<file path="config.mk">
export PLATFORM = sky130hd
export DESIGN_NAME = mtr_drv
export DESIGN_NICKNAME = d
export VERILOG_FILES = /design/src/rtl/mtr_drv_pkg.sv /design/src/rtl/mtr_drv_pwm_cmp.sv /design/src/rtl/mtr_drv.sv
export SDC_FILE = /design/constraint.sdc
export NUM_CORES = 1
export LEC_CHECK = 0
export ABC_AREA = 1
export ABC_CLOCK_PERIOD_IN_PS = 3400
export BUFFER_PORTS_ARGS = -buffer_cell sky130_fd_sc_hd__buf_2
export CELL_PAD_IN_SITES_DETAIL_PLACEMENT = 1
export CELL_PAD_IN_SITES_GLOBAL_PLACEMENT = 1
export CORE_ASPECT_RATIO = 1.5
export CORE_MARGIN = 2
export CORE_UTILIZATION = 44
export DETAILED_ROUTE_END_ITERATION = 8
export GPL_ROUTABILITY_DRIVEN = 0
export GPL_TIMING_DRIVEN = 0
export HOLD_SLACK_MARGIN = 0.02
export PLACE_DENSITY_LB_ADDON = 0.1
export SLEW_MARGIN = 30
export SYNTH_ARGS = -nofsm -noshare
export SYNTH_HDL_FRONTEND = slang
export SYNTH_HIERARCHICAL = 1
export SYNTH_SLANG_ARGS = --single-unit
</file>
<file path="constraint.sdc">
create_clock -name clk -period 3.4 [get_ports clk]
set_input_delay 0.51 -clock clk [delete_from_list [all_inputs] [get_ports clk]]
set_output_delay 0.51 -clock clk [all_outputs]
set_load 0.03 [all_outputs]
</file>
<file path="src/rtl/mtr_drv_pkg.sv">
// Shared constants, state type and duty clamp helper for the mtr_drv H-bridge PWM driver.
package mtr_drv_pkg;

  localparam int unsigned FRAME_W = 12;
  localparam logic [FRAME_W-1:0] FRAME_LAST = 12'hFFF;

  localparam int unsigned DEAD_CYC_DEF = 64;
  localparam logic [FRAME_W-1:0] MAX_DUTY_DEF = 12'hF80;

  typedef enum logic [1:0] {
    DEAD,
    FWD,
    REV
  } drv_state_t;

  function automatic logic [FRAME_W-1:0] clamp_duty(input logic [FRAME_W-1:0] duty,
                                                    input logic [FRAME_W-1:0] ceil);
    return (duty > ceil) ? ceil : duty;
  endfunction

endpackage

</file>
<file path="src/rtl/mtr_drv_pwm_cmp.sv">
// 12-bit PWM frame counter with synchronous clear; emits next-cycle pwm level and frame start.
module pwm_cmp
  import mtr_drv_pkg::*;
(
  input  logic               clk_i,
  input  logic               rst_i,
  input  logic               clr_i,
  input  logic [FRAME_W-1:0] duty_i,
  output logic               frame_last_o,
  output logic               pwm_o,
  output logic               frm_strt_o
);

  logic [FRAME_W-1:0] pos_q, pos_d;

  // Free-running counter wraps 4095 -> 0 on its own; clear only restarts a frame
  assign pos_d = clr_i ? '0 : pos_q + 1'b1;

  always_ff @(posedge clk_i) begin
    if (rst_i) begin
      pos_q <= '0;
    end else begin
      pos_q <= pos_d;
    end
  end

  assign frame_last_o = (pos_q == FRAME_LAST);
  // Levels describe the position being loaded, so the parent can register them directly
  assign pwm_o        = (pos_d < duty_i);
  assign frm_strt_o   = (pos_d == '0);

endmodule

</file>
<file path="src/rtl/mtr_drv.sv">
// Signed-magnitude motor command to dual gate-drive PWM with break-before-make dead time.
// Define DUTY_CLAMP_EN to clamp sampled duty to MAX_DUTY (guaranteed bootstrap refresh).
module mtr_drv
  import mtr_drv_pkg::*;
#(
  parameter int unsigned        DEAD_CYC = DEAD_CYC_DEF,
  parameter logic [FRAME_W-1:0] MAX_DUTY = MAX_DUTY_DEF
) (
  input  logic               clk,
  input  logic               rst,
  input  logic [FRAME_W-1:0] mtr_duty,
  input  logic               rev,
  output logic               PWM_fwd,
  output logic               PWM_rev,
  output logic               frm_strt,
  output logic               dead
);

  if (DEAD_CYC < 1 || DEAD_CYC > 4095 || MAX_DUTY == '0) begin : g_bad_param
    $error("mtr_drv: DEAD_CYC must be 1..4095 and MAX_DUTY nonzero");
  end

  localparam logic [FRAME_W-1:0] DeadLast = FRAME_W'(DEAD_CYC - 1);

  drv_state_t         state_q, state_d;
  logic [FRAME_W-1:0] dead_cnt_q, dead_cnt_d;
  logic [FRAME_W-1:0] duty_q, duty_d;
  logic               dir_q, dir_d;
  logic [FRAME_W-1:0] cmd_duty;
  drv_state_t         cmd_state;
  logic               frame_last, pwm_raw, frm_raw;

`ifdef DUTY_CLAMP_EN
  assign cmd_duty = clamp_duty(mtr_duty, MAX_DUTY);
`else
  assign cmd_duty = mtr_duty;
`endif

  assign cmd_state = rev ? REV : FWD;

  always_comb begin
    state_d    = state_q;
    dead_cnt_d = dead_cnt_q;
    duty_d     = duty_q;
    dir_d      = dir_q;
    unique case (state_q)
      DEAD: begin
        if (dead_cnt_q == DeadLast) begin
          state_d    = cmd_state;
          duty_d     = cmd_duty;
          dir_d      = rev;
          dead_cnt_d = '0;
        end else begin
          dead_cnt_d = dead_cnt_q + 1'b1;
        end
      end
      FWD, REV: begin
        if (frame_last) begin
          // Zero-duty reversal needs no dead time: neither bridge leg is driven
          if (rev != dir_q && mtr_duty != '0) begin
            state_d    = DEAD;
            dead_cnt_d = '0;
            duty_d     = '0;
          end else begin
            state_d = cmd_state;
            duty_d  = cmd_duty;
            dir_d   = rev;
          end
        end
      end
      default: begin
        state_d    = DEAD;
        dead_cnt_d = '0;
      end
    endcase
  end

  pwm_cmp u_pwm_cmp (
    .clk_i       (clk),
    .rst_i       (rst),
    .clr_i       (state_q == DEAD),
    .duty_i      (duty_d),
    .frame_last_o(frame_last),
    .pwm_o       (pwm_raw),
    .frm_strt_o  (frm_raw)
  );

  always_ff @(posedge clk) begin
    if (rst) begin
      state_q    <= DEAD;
      dead_cnt_q <= '0;
      duty_q     <= '0;
      dir_q      <= 1'b0;
      PWM_fwd    <= 1'b0;
      PWM_rev    <= 1'b0;
      frm_strt   <= 1'b0;
      dead       <= 1'b1;
    end else begin
      state_q    <= state_d;
      dead_cnt_q <= dead_cnt_d;
      duty_q     <= duty_d;
      dir_q      <= dir_d;
      // Gating each leg by its own next state makes both-high unreachable
      PWM_fwd    <= (state_d == FWD) && pwm_raw;
      PWM_rev    <= (state_d == REV) && pwm_raw;
      frm_strt   <= (state_d != DEAD) && frm_raw;
      dead       <= (state_d == DEAD);
    end
  end

endmodule
</file>
# Word-level counts from Yosys, hierarchy flattened
# Cells that the tools add are included.
# totals
output_inout_bits	4
regBits	43
word_cells	54
# classes
eq_ne	11
n_addsub	2
magnitude_cmp	1
n_mux	18
reduce_logical	13
# ops
op	count
$mux W12	7
$pmux W12 S2	2
$add A12 B1 Y12 const B	2
$eq A12 B12 Y1 const B	1
$eq A12 B6 Y1 const B	1
$logic_not A12 Y1	1
$lt A12 B12 Y1	1
$reduce_bool A12 Y1	1
$mux W2	4
$ne A2 B2 Y1 const B	4
$eq A2 B1 Y1 const B	2
$eq A2 B2 Y1 const B	2
$logic_and A1 B1 Y1	4
$logic_not A2 Y1	2
$pmux W2 S2	1
$reduce_and A4 Y1	1
$reduce_bool A2 Y1	2
$mux W1	3
$pmux W1 S2	1
$reduce_and A2 Y1	1
$reduce_or A2 Y1	1
$ne A1 B1 Y1	1

# Longest topological paths before layout
# depth
ltp_word	7
mapped_depth	22
depth_no_buf	21

# Cells and area by module
# Netlist, hierarchy kept.
# by_module_without_submodules
module	area_each_um2	seq_area_each_um2	n_inst	cells_per_inst
mtr_drv	1755.4	620.6	1	246
pwm_cmp	997.2	240.2	1	157

# Worst setup path after synthesis
# OpenSTA, ideal clock, no wires.
# synth_path
path_kind	register -> register
startpoint	reg u_pwm_cmp.pos_q[0]
endpoint	reg PWM_fwd
stages_incl_launch_ff	23
path_buffers	1
slack_ns	0.779
arrival_ns	2.557
path_cell_list	dfxtp_1 -> ha_1 -> nand3_2 -> nor2_4 -> nand3_2 -> nor2_1 -> inv_1 -> nand2_1 -> nand2_1 -> inv_2 -> nand2_2 -> buf_6 -> nand2_2 -> nand2_1 -> inv_1 -> ha_1 -> a21oi_1 -> o21ai_0 -> nand2_1 -> o211ai_1 -> a21oi_1 -> nand2_1 -> nor2_1
# synth_via
elab_chain_len	5
# synth_lines
item	line_no	text
start: declaration	mtr_drv_pwm_cmp.sv:14	logic [FRAME_W-1:0] pos_q, pos_d;
start signal: assignment	mtr_drv_pwm_cmp.sv:23	pos_q <= pos_d;
$eq A12 B12 Y1	mtr_drv_pwm_cmp.sv:27	assign frame_last_o = (pos_q == FRAME_LAST);
named net frame_last	mtr_drv.sv:31	logic frame_last, pwm_raw, frm_raw;
$mux W12	mtr_drv.sv:58	if (frame_last) begin
$pmux W12 S2	mtr_drv.sv:46	unique case (state_q)
named net duty_d[5]	mtr_drv.sv:27	logic [FRAME_W-1:0] duty_q, duty_d;
$lt A12 B12 Y1	mtr_drv_pwm_cmp.sv:29	assign pwm_o = (pos_d < duty_i);
named net pwm_raw	mtr_drv.sv:31	
$logic_and A1 B1 Y1	mtr_drv.sv:104	PWM_fwd <= (state_d == FWD) && pwm_raw;
end signal: assignment	mtr_drv.sv:104	
end: declaration	mtr_drv.sv:13	output logic PWM_fwd,
# The timed path passes the listed nets, and every way through them passes these cells.
# A chain may end at the register's enable or synchronous reset.

# Worst setup path after layout
# layout_path
startpoint	reg u_pwm_cmp.pos_q[1]
endpoint	reg PWM_rev
# layout_via
elab_chain_len	5
# layout_lines
item	line_no	text
$eq A12 B12 Y1	mtr_drv_pwm_cmp.sv:27	
named net frame_last	mtr_drv.sv:31	
$mux W12	mtr_drv.sv:58	
$pmux W12 S2	mtr_drv.sv:46	
named net duty_d[7]	mtr_drv.sv:27	
$lt A12 B12 Y1	mtr_drv_pwm_cmp.sv:29	
named net pwm_raw	mtr_drv.sv:31	
$logic_and A1 B1 Y1	mtr_drv.sv:105	PWM_rev <= (state_d == REV) && pwm_raw;
end signal: assignment	mtr_drv.sv:105	
end: declaration	mtr_drv.sv:14	output logic PWM_rev,
# The timed path passes the listed nets, and every way through them passes these cells.

==> summary.md <==
| Metric | Value |
|---|---|
| Worst hold path cell count | `2` |
| Htree depth | `2` |
| TritonCTS clock tree | `built` |
| Worst flop-to-flop path endpoint | `PWM_rev` |
| Port bufs | `18` |
| Post-Synth Adder-Cell Area | `6.82%` |
| Period minus WS final | `3.06 ns` |
| Clk_lat worst skew | `0.30 ns` |
| Switch share | `21.9%` |
| Num CTS Buffers | `5` |
| CP startpoint kind | `flip-flop` |
| Final count of hold timing violations | `0` |
| Hold Crit Endpoint | `u_pwm_cmp/pos_q[8]` |
| Area of the multi-input gates | `0.00163 mm2` |
| Die area | `0.00692 mm2` |
| Flop pwr share | `52.6%` |
| Die X | `68.6 um` |
| Detail Placement HPWL | `5.96 mm` |
| Most frequent cells in the layout | `nand2_1, nor2_1, inv_1` |
| Largest net degree at the start of global routing | `14` |
| Mapped Avg Cell Area | `6.83 um2` |
| Synth Area in Compound Gates | `9.86%` |
| Slew @ Worst Pin | `0.710 ns` |
| Status | `completed` |
| Setup TNS | `0 ns` |
| Total Routing Usage GR | `23.9%` |
| Largest family of logic cells by synthesized area | `simple AND/OR/NAND/NOR gates` |
| Worst r2r path cells | `22` |
| Register area share after synthesis | `31.3%` |
| Clock Root Buffer | `clkbuf_8` |
| Post-CTS Setup Inserts | `0` |
| Peak supply drop | `0.225 mV` |
| Global-route wire length before repair | `12.3 mm` |
| Die height | `101 um` |
| Mux contribution to synthesized area | `0%` |
| Post-synth top area share | `31.3%` |
| Comb power frac | `4.0%` |
| Yosys reg bits | `43` |
| Clk pin slew, worst setup/hold paths | `0.09 ns` |
| CP required | `3.64 ns` |
| Clk_skew | `0.0124 ns` |
| Synth area leaders | `dfxtp_1, nand2_1, nor2_1` |
| Layout cells sized above 1 | `23.1%` |
| Initial Util | `45.2%` |
| RSZ-0062 raised after global routing | `false` |
| Power per cell area | `316 mW/mm2` |
| Yosys cell types | `33` |
| Post-route cell area | `0.00307 mm2` |
| Max-cap violations | `0` |
| DR iter-0 viols | `43` |
| Power Internal | `757 uW` |
| Leakage | `0.00137 uW` |
| Inst Count DP | `495` |
| # IOs | `19` |
| FMAX | `327 MHz` |
| Post-route core utilization | `50.4%` |
| Max-slew violations | `0` |
| Post-Syn Area | `0.00275 mm2` |
| Register Area | `862 um2` |
| Setup-failing EPs final | `0` |
| Clock power share | `43.4%` |
| Post-Route WL | `7.32 mm` |
| Area leader, netlist | `dfxtp_1` |
| Synthesis-to-finish area growth | `11.5%` |
| Via-per-instance ratio | `5.11` |
| Post-Syn Instances | `403` |
| Number of global-route vias before repair | `2680` |
| DP Area | `0.00294 mm2` |
| Worst Hold Class | `in -> reg` |
| Worst setup EP type | `flip-flop` |
| DR pass1 iterations | `4` |
| DR vias | `2572` |
| Slew headroom | `52.7%` |
| Residual DRC count | `0` |
| # rows | `35` |
| Min-delay src | `rst` |
| Fillers | `821` |
| Core Area | `0.00609 mm2` |
| Worst-path maximum fanout | `10` |
| Critical path class | `reg -> reg` |
| FF-to-FF Start | `u_pwm_cmp/pos_q[1]` |
| Max clock buf depth | `2` |
| Synthesized net count | `433` |
| Nets | `458` |
| Final Non-Filler Cells | `503` |
| Initial antenna violation count | `0` |
| Xor/xnor share of the synthesized area | `0.318%` |
| Tcrit/Tclk final | `90.0%` |
| Routed len/inst | `14.6 um` |
| Synth Area in Simple Gates | `41.8%` |
| CTS Sinks | `43` |
| Commonest non-fill, non-tap cell in the layout | `nand2_1` |
| Worst Path Arrival | `3.30 ns` |
| Yosys warns | `6` |
| Final Power | `969 uW` |
| Remaining antenna violation count | `0` |
| Congestion Overflow GR | `0` |
| Diodes inserted | `0` |
| R2r setup slk | `0.34 ns` |
| NetSw | `212 uW` |
[how the worst max path moves through the flow]
stage / start / to / cells past startpoint
after floorplan: u_pwm_cmp/pos_q[0] / PWM_fwd / 22
after global placement: u_pwm_cmp/pos_q[0] / PWM_fwd / 22
after detailed placement: u_pwm_cmp/pos_q[0] / PWM_rev / 22
after CTS: u_pwm_cmp/pos_q[0] / PWM_rev / 22
after global routing: u_pwm_cmp/pos_q[1] / PWM_fwd / 22
final: u_pwm_cmp/pos_q[1] / PWM_rev / 22
[worst max-delay path, stage by stage, from the launching register on]
cell      delay (ns)
dfxtp_1         0.38
ha_2            0.23
nand3_2         0.14
nor2_4          0.15
nand3_2         0.11
nor2_4          0.15
inv_1           0.08
nand2_1         0.10
nand2_1         0.11
inv_2           0.13
nand2_2         0.08
buf_6           0.16
nand2_2         0.08
nand2_1         0.06
inv_1           0.05
ha_1            0.24
a21oi_1         0.15
o21ai_0         0.11
nand2_1         0.08
o211ai_1        0.10
a21oi_2         0.15
nand2_1         0.07
nor2_1          0.09
[cell type report]
type                    instances  share of cell area [%]
multi-input cells             295                    53.2
flip-flops and latches         43                    28.1
inverters                      58                    7.10
well taps                      74                    3.02
repair buffers                 18                    2.94
clock buffers                   6                    2.69
plain buffers                   7                    1.79
clock inverters                 2                    1.14
[sequential cells by signal, indices dropped and copies added, names as in the netlist]
| name | cells |
|---|---|
| PWM_rev | 1 |
| dead | 1 |
| duty_q | 12 |
| dir_q | 1 |
| u_pwm_cmp/pos_q | 12 |
| dead_cnt_q | 12 |
| frm_strt | 1 |
| state_q | 2 |
| PWM_fwd | 1 |
[per-layer routing]
metal	global-route usage (%)	vias to the layer above	part of all wire (%)
met3	3.24	15	2.1
li1	-	1328	-
met4	6.92	0	2.7
met1	23.8	1205	37
met2	47.8	24	58
met5	0	-	0
[per-stage QoR]
| stage | setup WS (ns) | hold slack [ns] |
|---|---|---|
| floorplan | 0.779 | 0.450 |
| global placement | 0.142 | 0.457 |
| detailed placement | 0.0709 | 0.460 |
| CTS | 0.0628 | 0.416 |
| global route | 0.00764 | 0.435 |
| finish | 0.341 | 0.420 |
[what timing repair did]
action                                  CTS  global route
resized for setup                         0             5
hold buffers                              0             0
endpoints found under the setup margin    0             2
[Yosys cell counts, drive strengths merged]
| cell | n |
|---|---|
| o21bai | 1 |
| nand2 | 118 |
| and2 | 1 |
| nand4 | 7 |
| o211ai | 1 |
| nor3 | 9 |
| nor2 | 61 |
| o21ai | 10 |
| inv | 57 |
| or2 | 2 |
| ha | 15 |
| dfxtp | 43 |
| clkinv | 1 |
| clkbuf | 3 |
| nor4 | 1 |
| buf | 4 |
| xor2 | 1 |
| a21oi | 30 |
| nand3 | 38 |
[cells by family after synthesis]
| group | count (synthesis) |
|---|---|
| XOR/XNOR | 1 |
| buffers and inverters | 65 |
| adder cells (fa/ha/maj) | 15 |
| flip-flops | 43 |
| AND/OR/NAND/NOR | 237 |
| AO/OA/AOI/OAI | 42 |
[power by group through the flow]
stage	logic, uW	clock network, uW	registers, uW
after floorplan	20.1	0	520
after global placement	38.4	0	521
after detailed placement	39.0	0	521
after CTS	39.2	436	510
after global routing	44.1	449	510
final	38.8	421	509
Power figures use the tool's default switching activity.
